## config.mk

```make
export PLATFORM = sky130hd
export DESIGN_NAME = pce_scan_sequencer_flat
export DESIGN_NICKNAME = d
export VERILOG_FILES = /design/src/rtl/pce_scan_sequencer_if.sv /design/src/rtl/pce_scan_sequencer.sv /design/src/flat_wrapper.sv
export SDC_FILE = /design/constraint.sdc
export NUM_CORES = 1
export LEC_CHECK = 0
export CAP_MARGIN = 15
export CORE_MARGIN = 5
export CORE_UTILIZATION = 40
export DETAILED_ROUTE_END_ITERATION = 7
export PLACE_DENSITY = 0.66
export SLEW_MARGIN = 20
export SYNTH_ARGS = -nofsm -noshare
export SYNTH_HDL_FRONTEND = slang
export SYNTH_SLANG_ARGS = --single-unit
```

## constraint.sdc

```tcl
create_clock -name system_clock -period 5.9 [get_ports system_clock]
set_input_delay 0.59 -clock system_clock [delete_from_list [all_inputs] [get_ports system_clock]]
set_output_delay 0.59 -clock system_clock [all_outputs]
set_load 0.1 [all_outputs]
```

## src/rtl/pce_scan_sequencer_if.sv

```systemverilog
// pce_scan_sequencer_if: console SEL/CLR pins, six-button mode select and the
// bank/mux control outputs of the scan sequencer.
interface pce_scan_sequencer_if #(
    parameter int SCAN_CNT_W = 8
);
    logic                  sel;
    logic                  clr;
    logic                  six_en;
    logic                  bank;
    logic                  nibble;
    logic                  drive_zero;
    logic                  latch;
    logic                  timed_out;
    logic [SCAN_CNT_W-1:0] scan_count;

    modport master (
        output sel, clr, six_en,
        input  bank, nibble, drive_zero, latch, timed_out, scan_count
    );

    modport slave (
        input  sel, clr, six_en,
        output bank, nibble, drive_zero, latch, timed_out, scan_count
    );
endinterface

```

## src/rtl/pce_scan_sequencer.sv

```systemverilog
// pce_scan_sequencer: synchronises console SEL/CLR, detects scan starts on CLR
// falling edges and selects the six-button bank, with an idle timeout back to bank 0.
module pce_scan_sequencer #(
    parameter int TIMEOUT_CYCLES = 20000,
    parameter int CNT_W          = 16,
    parameter int SCAN_CNT_W     = 8
) (
    input  logic                 system_clock,
    input  logic                 reset,
    pce_scan_sequencer_if.slave  bus
);
    localparam logic [0:0]       IDLE   = 1'b0;
    localparam logic [0:0]       ACTIVE = 1'b1;
    localparam logic [CNT_W-1:0] T_MAX  = CNT_W'(TIMEOUT_CYCLES);

    logic                  sel_m_q, sel_s_q;
    logic                  clr_m_q, clr_s_q, clr_d_q;
    logic [1:0]            flush_q, flush_d;
    logic                  armed_q, armed_d;
    logic [0:0]            state_q, state_d;
    logic                  nibble_q;
    logic                  bank_q, bank_d;
    logic                  next_bank_q, next_bank_d;
    logic                  latch_q, latch_d;
    logic [CNT_W-1:0]      cnt_q, cnt_d;
    logic [SCAN_CNT_W-1:0] scan_count_q, scan_count_d;
    logic                  scan_start;

    // The synchroniser resets high, so a CLR held low through reset would look like
    // a falling edge; arm edge detection only after a genuine high has been sampled.
    always_comb begin
        flush_d      = {flush_q[0], 1'b1};
        armed_d      = armed_q | (flush_q[1] & clr_s_q);
        scan_start   = (state_q == IDLE) & armed_q & clr_d_q & ~clr_s_q;
        state_d      = scan_start ? ACTIVE :
                       (state_q == ACTIVE && clr_s_q) ? IDLE : state_q;
        latch_d      = scan_start;
        bank_d       = scan_start ? next_bank_q : bank_q;
        cnt_d        = scan_start ? '0 : (cnt_q == T_MAX) ? cnt_q : cnt_q + 1'b1;
        next_bank_d  = !bus.six_en      ? 1'b0 :
                       scan_start       ? ~next_bank_q :
                       (cnt_d == T_MAX) ? 1'b0 : next_bank_q;
        scan_count_d = scan_count_q + SCAN_CNT_W'(scan_start);
    end

    always_ff @(posedge system_clock) begin
        if (reset) begin
            sel_m_q      <= 1'b1;
            sel_s_q      <= 1'b1;
            clr_m_q      <= 1'b1;
            clr_s_q      <= 1'b1;
            clr_d_q      <= 1'b1;
            flush_q      <= '0;
            armed_q      <= 1'b0;
            state_q      <= IDLE;
            nibble_q     <= 1'b1;
            bank_q       <= 1'b0;
            next_bank_q  <= 1'b0;
            latch_q      <= 1'b0;
            cnt_q        <= '0;
            scan_count_q <= '0;
        end else begin
            sel_m_q      <= bus.sel;
            sel_s_q      <= sel_m_q;
            clr_m_q      <= bus.clr;
            clr_s_q      <= clr_m_q;
            clr_d_q      <= clr_s_q;
            flush_q      <= flush_d;
            armed_q      <= armed_d;
            state_q      <= state_d;
            nibble_q     <= sel_s_q;
            bank_q       <= bank_d;
            next_bank_q  <= next_bank_d;
            latch_q      <= latch_d;
            cnt_q        <= cnt_d;
            scan_count_q <= scan_count_d;
        end
    end

    assign bus.bank       = bank_q;
    assign bus.nibble     = nibble_q;
    assign bus.drive_zero = (state_q == IDLE);
    assign bus.latch      = latch_q;
    assign bus.timed_out  = (cnt_q == T_MAX);
    assign bus.scan_count = scan_count_q;
endmodule

```

## src/flat_wrapper.sv

```systemverilog
// flat-port wrapper written by rule: the top's interface ports become plain ports
module pce_scan_sequencer_flat 
#(
    parameter int TIMEOUT_CYCLES = 20000,
    parameter int CNT_W          = 16,
    parameter int SCAN_CNT_W     = 8
)
  (system_clock, reset, bus_sel, bus_clr, bus_six_en, bus_bank, bus_nibble, bus_drive_zero, bus_latch, bus_timed_out, bus_scan_count);
  pce_scan_sequencer_if #(.SCAN_CNT_W(SCAN_CNT_W)) bus_i ();
  input  logic system_clock;
  input  logic reset;
  input wire logic [$bits(bus_i.sel)-1:0] bus_sel;
  input wire logic [$bits(bus_i.clr)-1:0] bus_clr;
  input wire logic [$bits(bus_i.six_en)-1:0] bus_six_en;
  output wire logic [$bits(bus_i.bank)-1:0] bus_bank;
  output wire logic [$bits(bus_i.nibble)-1:0] bus_nibble;
  output wire logic [$bits(bus_i.drive_zero)-1:0] bus_drive_zero;
  output wire logic [$bits(bus_i.latch)-1:0] bus_latch;
  output wire logic [$bits(bus_i.timed_out)-1:0] bus_timed_out;
  output wire logic [$bits(bus_i.scan_count)-1:0] bus_scan_count;
  assign bus_i.sel = bus_sel;
  assign bus_i.clr = bus_clr;
  assign bus_i.six_en = bus_six_en;
  assign bus_bank = bus_i.bank;
  assign bus_nibble = bus_i.nibble;
  assign bus_drive_zero = bus_i.drive_zero;
  assign bus_latch = bus_i.latch;
  assign bus_timed_out = bus_i.timed_out;
  assign bus_scan_count = bus_i.scan_count;
  pce_scan_sequencer #(.TIMEOUT_CYCLES(TIMEOUT_CYCLES), .CNT_W(CNT_W), .SCAN_CNT_W(SCAN_CNT_W)) u_core (.system_clock(system_clock), .reset(reset), .bus(bus_i));
endmodule
```

== After elaboration in Yosys (flattened, before gate mapping) ==
Cells that the tools add are included.
W data, S select, Z words.

* Reductions and logical operators: 4
* Add/subtract/negate cells: 2
* Mux-type cells: 7
* Bitwise gates (word level): 9
* Equality and inequality tests: 2

{| class="wikitable"
|+ Operators by type and width
! cell !! number
|-
| $eq A16 B15 Y1 const B || 2
|-
| $mux W16 || 2
|-
| $add A16 B1 Y16 const B || 1
|-
| $add A8 B1 Y8 || 1
|-
| $mux W1 || 5
|-
| $and A1 B1 Y1 || 4
|-
| $not A1 Y1 || 4
|-
| $reduce_bool A2 Y1 || 2
|-
| $reduce_or A2 Y1 || 1
|-
| $logic_and A1 B1 Y1 || 1
|-
| $or A1 B1 Y1 || 1
|}

* Bits in registers: 37

== Depth between registers and ports, before layout ==
* Depth after elaboration: 8
* Mapped depth: 8
* Gate-level depth less buffers: 8

== Worst setup path before layout ==
Ideal clock, no wire load.

* Kind: register -> output
* Start point: reg u_core.cnt_q[0]
* End point: out bus_timed_out
* Data required time: 5.310 ns
* Arrival time: 3.404 ns
* Cell stages (with the launch flop): 6
* Path slack: 1.906 ns
* Path through: dfxtp_1 > inv_1 > ha_1 > or4b_1 > or3_4 > nor3_1

* Longest elaborated chain between the ends: 1

{| class="wikitable"
|+ RTL lines
! element !! line !! text
|-
| from (decl) || pce_scan_sequencer.sv:25 || <nowiki>logic [CNT_W-1:0] cnt_q, cnt_d;</nowiki>
|-
| from (signal assigned) || pce_scan_sequencer.sv:75 || <nowiki>cnt_q <= cnt_d;</nowiki>
|-
| $eq A16 B15 Y1 || pce_scan_sequencer.sv:84 || <nowiki>assign bus.timed_out = (cnt_q == T_MAX);</nowiki>
|-
| to (decl) || flat_wrapper.sv:19 || <nowiki>output wire logic [$bits(bus_i.timed_out)-1:0] bus_timed_out;</nowiki>
|}

Every way passes these cells.

== Worst setup path in the final report ==
Same ends and word-level chain as after synthesis.

==> metrics <==
maxcap violations=0; Net Sw Power=0.116 mW; fin crit share=0.611; site row count=23; Avg Cell Area, Syn=8.73 um^2; Worst Path Max Fanout=5; status=complete, no violations; share of total power in combinational logic=0.055; clock network fraction of total power=0.391; required time of the critical path=5.31 ns; core area=4000 um^2; min-delay worst type=reg2reg; DR WL/cell=12.0 um; clock latency on the worst-skew pair=0.29 ns; Post-synth EDFFs=0; hpwl dp=2160 um; Peak Freq=278 MHz; met1 usage=0.159; routed wire length=3060 um; die width=74.1 um; final hold slack=0.417 ns; Worst setup EP type=primary output; ys flop type=dfxtp_1; dpl cells=248; Die Area=5480 um^2; Syn. warnings=0; htree depth=2; Mapped Cells=188; antenna diode count=0; Filler cells=387; unrepaired setup endpoints after global routing=false; startpoint types=register; Slew headroom=0.347; # setup viols final=0; Flop pwr share=0.554; post-CTS resize count=0; Placer Congestion=0.895; area leader, netlist=dfxtp_1; Residual DRC=0; Sw Share=0.248; Clock Sinks=37; first-pass GRT wire length=5500 um; CTS tree=yes; Seq/Total Area, Yosys=0.451; setup repair bufs after CTS=0; met2 usage=0.199; area delta synth->final=18.2%; Worst-path clk slew=0.08 ns; chip height=74.1 um; initial antenna violation count=0; io pins=18; Syn Std Cell Area=1640 um^2; number of flip-flops in the largest register=16; Biggest register=u_core.cnt_q; Leakage=0.730 nW; Routed Antenna Nets=0; Post-CTS Hold Fix Bufs=0; DR vias/cell=4.95; grt ovf=0; CTS max path bufs=2; clock root buffer=clkbuf_8; nets=214; worst vdd ir=0.138 mV; top cells by area, synth=dfxtp_1 (45%), xor2_1 (5.9%), nor2_1 (5.7%), xnor2_1 (3.2%), ha_1 (3.0%); Internal=0.350 mW; clock skew=0.00797 ns; time the worst path needs with I/O delays and setup=3.60 ns; I/O Buffers=17; share of flip-flops with an asynchronous set or reset=0; measured slew at the worst slew-check pin=0.977 ns; vias in the first global route=1229; M3 GR Usage=0.0378; PwrDens=240 nW/um^2; final hold violations=0; total CTS buffers=5; Yosys reg bits=37; Slew Viols, Final=0; critical path data arrival time=3.01 ns; TNS Setup=0 ns; syn_nets=197; vias post-DR=1266; Yosys cell types=41; Yosys top cell area share=0.451; layout cells sized above 1=0.0874; drt first pass iters=4; largest net degree at the start of global routing=22; GRT Resource Usage Total=0.130; fin cells=256; layer with the highest usage=met2; Detailed Route Iter0 Violations=92; CP Class=reg2out; starting density of the core=0.410
## Yosys cell counts (6+ instances only)
cell type / number
nor3_1: 8
inv_1: 8
xor2_1: 11
nand4_1: 7
clkbuf_1: 6
dfxtp_1: 37
nand2_1: 12
o21ai_0: 6
or2_2: 6
nor2_1: 25
nand3_1: 8
xnor2_1: 6
a21oi_1: 8
## placed cells by master (no fill, tap or decap), drive strengths merged, types with 2 or more instances in the layout
cell           count
o21a               2
nand3              8
o21ai              6
and2               4
clkdlybuf4s50     17
nor3               9
and3               4
nand4              7
a21oi              8
nor2b              3
nor2              25
xor2              11
ha                 4
or3                3
nand2             12
nor3b              2
nand2b             2
xnor2              6
or2                6
inv                9
dfxtp             37
clkbuf             5
## power by group through the flow
| stage | sequential, mW | clock, mW | combinational [mW] |
|---|---|---|---|
| floorplan | 0.266 | 0 | 0.0161 |
| global placement | 0.264 | 0 | 0.0258 |
| detailed placement | 0.264 | 0 | 0.0257 |
| CTS | 0.258 | 0.188 | 0.0258 |
| global route | 0.259 | 0.200 | 0.0292 |
| finish | 0.258 | 0.182 | 0.0255 |
## logic make-up (layout without fill, tap and decap cells)
kind of cell,count (synthesis),count (layout),synth area share
xor+xnor,17,17,0.0907
simple gates,91,91,0.299
compound gates,22,22,0.0808
buf+inv,15,33,0.0351
flops,37,37,0.451
mux,2,2,0.0130
fa+ha+maj,4,4,0.0305
## metrics by stage
step	util	total power [mW]	setup WS, ns	instance area, um^2
global route	0.485	0.488	2.11	1940
CTS	0.485	0.472	2.28	1940
detailed placement	0.462	0.290	2.61	1850
floorplan	-	0.282	1.91	1640
global placement	0.462	0.290	2.62	1850
finish	0.485	0.465	2.30	1940
## routing by layer
layer  up-vias  wire length, um
met5         -                0
met4         0               61
met3         4               66
met2        13             1410
met1       576             1530
li1        673                -
## layout make-up
type,instances,area [um^2],share of cell area
clock buffers,5,68.8,0.0355
repair buffers,17,170,0.0877
flip-flops and latches,37,741,0.382
clock inverters,3,25.0,0.0129
inverters,8,30.0,0.0155
well taps,50,62.6,0.0322
multi-input cells,136,843,0.435
## critical path, stage by stage, from the launching register on
cell             delay (ns)
dfxtp_1                0.34
inv_1                  0.12
ha_1                   0.14
or4b_1                 0.42
or3_4                  0.36
nor3_1                 0.18
clkdlybuf4s50_1        1.16
## path summary, 6_finish.rpt
kind,from,end,slack [ns],depth (start not counted)
worst max-delay path,u_core.cnt_q[0],bus_timed_out,2.30,6
worst min-delay path,u_core.clr_m_q,u_core.clr_s_q,0.42,1
worst max register to register,u_core.cnt_q[0],u_core.next_bank_q,3.54,8
worst min register to register,u_core.clr_m_q,u_core.clr_s_q,0.42,1
No activity file was read; power rests on OpenSTA's default activity.
